$ cat config.mk
export PLATFORM = sky130hd
export DESIGN_NAME = if_id_skid_buffer
export DESIGN_NICKNAME = d
export VERILOG_FILES = /design/src/rtl/if_id_skid_buffer.sv
export SDC_FILE = /design/constraint.sdc
export NUM_CORES = 1
export LEC_CHECK = 0
export ABC_AREA = 1
export BUFFER_PORTS_ARGS = -buffer_cell sky130_fd_sc_hd__buf_4
export CELL_PAD_IN_SITES_DETAIL_PLACEMENT = 1
export CELL_PAD_IN_SITES_GLOBAL_PLACEMENT = 1
export CORE_MARGIN = 2
export CORE_UTILIZATION = 36
export CTS_CLUSTER_DIAMETER = 200
export CTS_CLUSTER_SIZE = 24
export DETAILED_ROUTE_END_ITERATION = 16
export GPL_TIMING_DRIVEN = 0
export PLACE_DENSITY = 0.81
export SYNTH_ARGS = -nofsm -noshare
export SYNTH_HDL_FRONTEND = slang
export SYNTH_SLANG_ARGS = --single-unit
$ cat constraint.sdc
create_clock -name clk -period 1.6 [get_ports clk]
set_input_delay 0.08 -clock clk [delete_from_list [all_inputs] [get_ports clk]]
set_output_delay 0.08 -clock clk [all_outputs]
set_load 0.005 [all_outputs]
$ cat src/rtl/if_id_skid_buffer.sv
// ---------------------------------------------------------------------------
// if_id_skid_buffer
//
// Registered boundary between the IF stage and the combinational ID
// datapath. Holds up to two fetched instructions: a main slot that drives
// ID directly and a skid slot that catches the one instruction IF may
// already have issued when ID stalls. Because of the skid slot, ready_IF
// can be a pure flop decode. IF never has to see stall_ID in the same
// cycle, and a stall never drops an instruction.
//
// Ports
//   clk, rst_n           clock, asynchronous active-low reset
//   INST_IF, PC_IF,
//   PC_plus_4_IF         fetched instruction and its PCs
//   valid_IF / ready_IF  IF handshake (push = valid_IF & ready_IF)
//   stall_ID             ID cannot consume the main slot this cycle
//   flush                drop every held and incoming instruction
//   *_IF_ID_o            main-slot contents (NOP bubble when empty)
//   valid_IF_ID_o        main slot holds a real instruction
//   occupancy            number of held entries, 0..2
// ---------------------------------------------------------------------------
module if_id_skid_buffer #(
  parameter int unsigned INST_WIDTH      = 32,
  parameter int unsigned INST_ADDR_WIDTH = 32,
  parameter logic [INST_WIDTH-1:0] NOP_INST = INST_WIDTH'(32'h0000_0013)
) (
  input  logic                       clk,
  input  logic                       rst_n,
  input  logic [INST_WIDTH-1:0]      INST_IF,
  input  logic [INST_ADDR_WIDTH-1:0] PC_IF,
  input  logic [INST_ADDR_WIDTH-1:0] PC_plus_4_IF,
  input  logic                       valid_IF,
  output logic                       ready_IF,
  input  logic                       stall_ID,
  input  logic                       flush,
  output logic [INST_WIDTH-1:0]      INST_IF_ID_o,
  output logic [INST_ADDR_WIDTH-1:0] PC_IF_ID_o,
  output logic [INST_ADDR_WIDTH-1:0] PC_plus_4_IF_ID_o,
  output logic                       valid_IF_ID_o,
  output logic [1:0]                 occupancy
);

  // State encoding doubles as the occupancy count.
  typedef enum logic [1:0] {
    StEmpty = 2'd0,
    StOne   = 2'd1,
    StTwo   = 2'd2
  } state_e;

  state_e r_state, w_state_d;

  // Main slot (what ID sees).
  logic [INST_WIDTH-1:0]      r_main_inst, w_main_inst_d;
  logic [INST_ADDR_WIDTH-1:0] r_main_pc, w_main_pc_d;
  logic [INST_ADDR_WIDTH-1:0] r_main_pc4, w_main_pc4_d;

  // Skid slot; only meaningful in StTwo, where it is the younger entry.
  logic [INST_WIDTH-1:0]      r_skid_inst, w_skid_inst_d;
  logic [INST_ADDR_WIDTH-1:0] r_skid_pc, w_skid_pc_d;
  logic [INST_ADDR_WIDTH-1:0] r_skid_pc4, w_skid_pc4_d;

  logic w_push;
  logic w_pop;

  // All outputs are flops or decodes of the state flop.
  assign ready_IF          = (r_state != StTwo);
  assign valid_IF_ID_o     = (r_state != StEmpty);
  assign occupancy         = r_state;
  assign INST_IF_ID_o      = r_main_inst;
  assign PC_IF_ID_o        = r_main_pc;
  assign PC_plus_4_IF_ID_o = r_main_pc4;

  assign w_push = valid_IF & ready_IF;
  assign w_pop  = valid_IF_ID_o & ~stall_ID;

  always_comb begin
    w_state_d     = r_state;
    w_main_inst_d = r_main_inst;
    w_main_pc_d   = r_main_pc;
    w_main_pc4_d  = r_main_pc4;
    w_skid_inst_d = r_skid_inst;
    w_skid_pc_d   = r_skid_pc;
    w_skid_pc4_d  = r_skid_pc4;

    if (flush) begin
      // Flush beats everything: held entries, the incoming push and any stall.
      w_state_d     = StEmpty;
      w_main_inst_d = NOP_INST;
      w_main_pc_d   = '0;
      w_main_pc4_d  = '0;
      w_skid_inst_d = NOP_INST;
      w_skid_pc_d   = '0;
      w_skid_pc4_d  = '0;
    end else begin
      unique case (r_state)
        StEmpty: begin
          // A stall with nothing in the main slot has no effect.
          if (w_push) begin
            w_state_d     = StOne;
            w_main_inst_d = INST_IF;
            w_main_pc_d   = PC_IF;
            w_main_pc4_d  = PC_plus_4_IF;
          end
        end

        StOne: begin
          if (w_push && w_pop) begin
            w_main_inst_d = INST_IF;
            w_main_pc_d   = PC_IF;
            w_main_pc4_d  = PC_plus_4_IF;
          end else if (w_push) begin
            // ID is stalled: park the new instruction behind the main slot.
            w_state_d     = StTwo;
            w_skid_inst_d = INST_IF;
            w_skid_pc_d   = PC_IF;
            w_skid_pc4_d  = PC_plus_4_IF;
          end else if (w_pop) begin
            w_state_d     = StEmpty;
            w_main_inst_d = NOP_INST;
            w_main_pc_d   = '0;
            w_main_pc4_d  = '0;
          end
        end

        StTwo: begin
          // ready_IF is low here, so only a pop can move the state.
          if (w_pop) begin
            w_state_d     = StOne;
            w_main_inst_d = r_skid_inst;
            w_main_pc_d   = r_skid_pc;
            w_main_pc4_d  = r_skid_pc4;
            w_skid_inst_d = NOP_INST;
            w_skid_pc_d   = '0;
            w_skid_pc4_d  = '0;
          end
        end

        default: begin
          // Unreachable encoding: recover to a clean bubble.
          w_state_d     = StEmpty;
          w_main_inst_d = NOP_INST;
          w_main_pc_d   = '0;
          w_main_pc4_d  = '0;
          w_skid_inst_d = NOP_INST;
          w_skid_pc_d   = '0;
          w_skid_pc4_d  = '0;
        end
      endcase
    end
  end

  always_ff @(posedge clk or negedge rst_n) begin
    if (!rst_n) begin
      r_state     <= StEmpty;
      r_main_inst <= NOP_INST;
      r_main_pc   <= '0;
      r_main_pc4  <= '0;
      r_skid_inst <= NOP_INST;
      r_skid_pc   <= '0;
      r_skid_pc4  <= '0;
    end else begin
      r_state     <= w_state_d;
      r_main_inst <= w_main_inst_d;
      r_main_pc   <= w_main_pc_d;
      r_main_pc4  <= w_main_pc4_d;
      r_skid_inst <= w_skid_inst_d;
      r_skid_pc   <= w_skid_pc_d;
      r_skid_pc4  <= w_skid_pc4_d;
    end
  end

endmodule

## After elaboration in Yosys (flattened, before gate mapping)

Index checks and enable logic that the tools add are counted.

- Reduce and logical (&&, ||, !) cells: 6
- Bitwise operators: 3
- Eq/ne operators: 11
- Mux-type cells: 35

Operators with widths:

| operator | count |
|---|---|
| $mux 32 | 22 |
| $pmux 32 s3 | 6 |
| $mux 2 | 6 |
| $ne 3x3->1 const B | 4 |
| $ne 4x4->1 const B | 3 |
| $reduce_and 4->1 | 3 |
| $pmux 2 s3 | 1 |
| $ne 2x2->1 const B | 2 |
| $and 1x1->1 | 2 |
| $eq 2x1->1 const B | 1 |
| $eq 2x2->1 const B | 1 |
| $logic_not 2->1 | 1 |
| $reduce_bool 2->1 | 1 |
| $logic_and 1x1->1 | 1 |
| $not 1->1 | 1 |

- Input port bits: 101
- Output and inout port bits: 100
- Bits in registers: 194

## Depth between registers and ports, before layout

- Depth in word-level cells: 7
- Gate-level depth with buffers: 10
- Depth with buffers taken out: 8

## Worst setup path before layout

Ideal clock, no wire load.

- Path type: register to register
- Start: register r_state[1], in the netlist occupancy[1]
- End: register r_main_inst[13], in the netlist INST_IF_ID_o[13]
- Stages on the path, launching flop included: 11
- Data arrival time: 1457 ps
- Buffers on the path: 3
- Required time: 1535 ps
- Slack: 78 ps
- Path through: dfrtp_1 > buf_2 > inv_2 > nand2_1 > nor2_1 > nor2_4 > inv_2 > buf_2 > buf_2 > nand2_1 > nand2_1

- Word-level cells in the longest chain between the ends: 6
- Elaborated cells between the ends (all ways): 16
- Classes of those cells: eq/ne: 7; mux: 3; bitwise: 2; reduce/logical: 4

RTL lines:

| element | line | text |
|---|---|---|
| from (decl) | 50 | `state_e r_state, w_state_d;` |
| from (signal assigned) | 154 | `r_state <= StEmpty;` |
| from (signal assigned) | 162 | `r_state <= w_state_d;` |
| $ne 2x2->1 or $reduce_bool 2->1 (tied branches) | 66, 67 |  |
| $and 1x1->1 (on tied branches) | 73, 74 |  |
| $logic_and 1x1->1 | 107 | `if (w_push && w_pop) begin` |
| $mux 32 | 107 |  |
| $pmux 32 s3 | 95 | `unique case (r_state)` |
| $mux 32 | 85 | `if (flush) begin` |
| to (signal assigned) | 163 | `r_main_inst <= w_main_inst_d;` |
| to (decl) | 53 | `logic [INST_WIDTH-1:0] r_main_inst, w_main_inst_d;` |

Parallel ways exist; a longest one is shown, timed or not.
A chain may end at the register's enable or synchronous reset.

## Worst setup path in the final report

- Start: register r_state[1], in the netlist occupancy[1]
- End: register r_main_pc4[18], in the netlist PC_plus_4_IF_ID_o[18]

- Word-level cells in the longest chain between the ends: 6
- Elaborated cells between the ends (all ways): 16
- Classes of those cells: eq/ne: 7; mux: 3; bitwise: 2; reduce/logical: 4

RTL lines:

| element | line | text |
|---|---|---|
| $ne 2x2->1 or $reduce_bool 2->1 (tied branches) | 66, 67 |  |
| $and 1x1->1 (on tied branches) | 73, 74 |  |
| $logic_and 1x1->1 | 107 |  |
| $mux 32 | 107 |  |
| $pmux 32 s3 | 95 |  |
| $mux 32 | 85 |  |
| to (signal assigned) | 165 | `r_main_pc4 <= w_main_pc4_d;` |
| to (decl) | 55 | `logic [INST_ADDR_WIDTH-1:0] r_main_pc4, w_main_pc4_d;` |

Parallel ways exist; a longest one is shown, timed or not.

==> metrics.txt <==
critical path's largest stage delay=510 ps; Chip Width=180 um; root buffer cell=clkbuf_16; post-synth top area cell=dfrtp_1; crit-path max FO=8; Final Hold Viols=0; layout cells sized above 1=a little over a fifth; Startpoint Class=flop; RePlAce Congestion=0.863; Max Freq=0.580 GHz; initial antenna violation count=1; Buffers on Ports=200; Max-slew headroom=between 20% and 30%; Final Skew=between 15 and 20 ps; hold path start=INST_IF[8]; drt drc=0; Leakage Power=9.26 nW; status=finished with violations; Total Routing Usage GR=roughly a quarter; min Tclk post-route=approximately 1700 ps; WS Path Type=reg -> reg; Worst Setup SP=occupancy[1]$_DFFE_PN0P_; sequential cell area fraction in the yosys report=between 40% and 50%; Clock transition at path regs=80 ps; worst min path class=in -> reg; Syn. warnings=0; syn_area_per_cell=6.55 um2; Post-Syn Nets=roughly 1.8k; total grt overflow=0; largest cells by area after synthesis=dfrtp_1 (42%), nand2_1 (23%), nand3_1 (17%); violated checks=negative setup slack; MaxCap Viol Count=0; via count=~12k; most frequent cells after synthesis=nand2_1 (684), nand3_1 (386), inv_1 (191); top cell type's share of synthesized area=between 40% and 50%; CP top delay family=simple AND/OR/NAND/NOR gates; Clk Latency, worst-skew pair=between 400 and 500 ps; largest net degree at the start of global routing=94; Seq cells post-synth=about 190; DRT iter0 DRCs=around 540; DP HPWL=roughly 28 mm; Primary FF master, synth=dfrtp_1; final core utilization=approximately 52%; critical-path cell list=nor2_4 > nand2_1 > nand2_2 > nor2_4 > buf_12 > inv_12 > buf_12 > clkbuf_16 > nand2_1 > nand2_1; Final setup viols=around 190; WL/cell=between 15 and 20 um; PD cells=between 1000 and 1500 nW/um2; Detailed Route WL=around 42 mm; FFs w/ async S/R, synth=100%; Post-Syn Area=between 10000 and 15000 um2; first-pass GRT wire length=roughly 67 mm; Via density=about 5; Period Utilization, post-route=108%; Slew @ Worst Pin=between 1000 and 1500 ps; Cells after DPL=roughly 2.3k; die height=180 um; number of global-route vias before repair=12.8k; unrepaired setup endpoints after global routing=true; final setup margin=-124 ps; TritonRoute pass-1 iters=5; Crit. End Element=flop; total power=about 16 mW; TritonCTS clock tree=done; Clock Tree Buf Depth=2; CP most frequent cell=nand2_1; CTS H-tree lvls=4; final net count=2137; Syn Inst Count=approximately 1.7k; area grow syn2layout=43.0%; Synth cell types=18; Core Region=between 30000 and 40000 um2; most frequent cell after synthesis=nand2_1; worst path buffer plus inverter count=4; clock sink count=194; total CTS buffers=17; Cell Count, Final, Fillers Out=between 2k and 2.5k; WP data required=about 2000 ps; Worst VDD drop=~0.83 mV; Reg2Reg Launch Point=occupancy[1]$_DFFE_PN0P_; Initial Util=36.5%; Ports=~200; number of flops mapped to enable cells by yosys=0; die outline area=roughly 32000 um2; Worst Path Arrival=approximately 2100 ps; CP max-delay cell=dfrtp_2; final setup TNS=-10580 ps; Final ANT Viol Nets=0; Final Max Tran Viols=0; Rows=64
[what timing repair did]
item | in CTS | in global routing
endpoints found under the hold margin | 204 | 0
cloned | 2 | 6
hold buffers | 74 | 0
pin swaps | 20 | 14
setup buffers | 27 | 8
setup endpoints to repair | 196 | 195
resized for setup | 233 | 58
[state kept, by name, summed over array words and instances, names as in the netlist]
register	flops
INST_IF_ID_o	32
PC_IF_ID_o	32
PC_plus_4_IF_ID_o	32
occupancy	2
r_skid_inst	32
r_skid_pc	32
r_skid_pc4	32
[worst reg2reg max path: cells and delay by family, from the launching register on]
kind                   cells  cell delay (ps)
DFF                        1              510
buffers and inverters      4              570
and+or+nand+nor            6              600
[power breakdown]
part,internal [mW],switching [mW]
registers,5.56,0.404
logic,2.47,3.20
clock network,2.25,2.15
total,10.3,5.76
[through the flow]
stage | hold slack (ps) | setup WS [ps] | instance area [um2]
after floorplan | -216 | 78.4 | 11100
after global placement | 335 | -1010 | 13100
after detailed placement | -57.4 | -742 | 13200
after CTS | 0.774 | -67.9 | 15500
after global routing | 16.1 | -196 | 15900
final | 10.5 | -124 | 15900
[final timing paths]
check / slack [ps] / endpoint / depth (start not counted)
hold / removal: 10 / r_skid_inst[8]$_DFFE_PN0P_ / 5
hold reg to reg: 470 / INST_IF_ID_o[4]$_DFFE_PN1P_ / 2
setup / recovery: -120 / PC_plus_4_IF_ID_o[18]$_DFFE_PN0P_ / 10
setup reg to reg: -120 / PC_plus_4_IF_ID_o[18]$_DFFE_PN0P_ / 10
min in group asynchronous: 60 / PC_plus_4_IF_ID_o[6]$_DFFE_PN0P_ / 2
max in group asynchronous: 420 / r_skid_inst[0]$_DFFE_PN1P_ / 4
[area by class of cell]
| type | instances | area [um2] |
|---|---|---|
| Clock buffer | 18 | 439 |
| Multi-Input combinational cell | 1188 | 5190 |
| Sequential cell | 194 | 4860 |
| Tap cell | 396 | 495 |
| Fill cell | 3902 | 14600 |
| Antenna cell | 1 | 2.50 |
| Clock inverter | 14 | 140 |
| Timing Repair Buffer | 318 | 2890 |
| Inverter | 197 | 759 |
| Buffer | 120 | 1140 |
[layout by cell type, fill, tap and decap left out, types with 3 or more instances in the layout]
| cell | instances |
|---|---|
| nor2_4 | 7 |
| clkbuf_16 | 24 |
| inv_2 | 5 |
| nand2_4 | 3 |
| inv_1 | 190 |
| dlygate4sd3_1 | 74 |
| nand2_1 | 673 |
| buf_6 | 19 |
| clkbuf_4 | 8 |
| clkbuf_2 | 16 |
| buf_16 | 4 |
| buf_12 | 14 |
| nand2_2 | 11 |
| clkbuf_1 | 14 |
| o21ai_0 | 3 |
| dfrtp_1 | 186 |
| inv_6 | 7 |
| buf_8 | 28 |
| nand3_4 | 3 |
| nand3_2 | 16 |
| inv_8 | 3 |
| buf_4 | 232 |
| nand3_1 | 368 |
| nor2_1 | 101 |
| dfstp_2 | 6 |
| clkbuf_8 | 6 |
| buf_2 | 17 |
[logic make-up after synthesis]
group                  count (synthesis)  synth area share (%)
buffers and inverters                319                  11.5
AND/OR/NAND/NOR                     1183                  44.5
flip-flops                           194                  43.7
AO/OA/AOI/OAI                          5                 0.247
[metal layers]
metal	track usage, %	vias up	routed length, um
met4	6.63	2	713
li1	-	5904	-
met3	3.53	55	1770
met1	31.5	5933	18200
met2	45.7	298	21000
met5	0	-	11
Power figures use the tool's default switching activity.
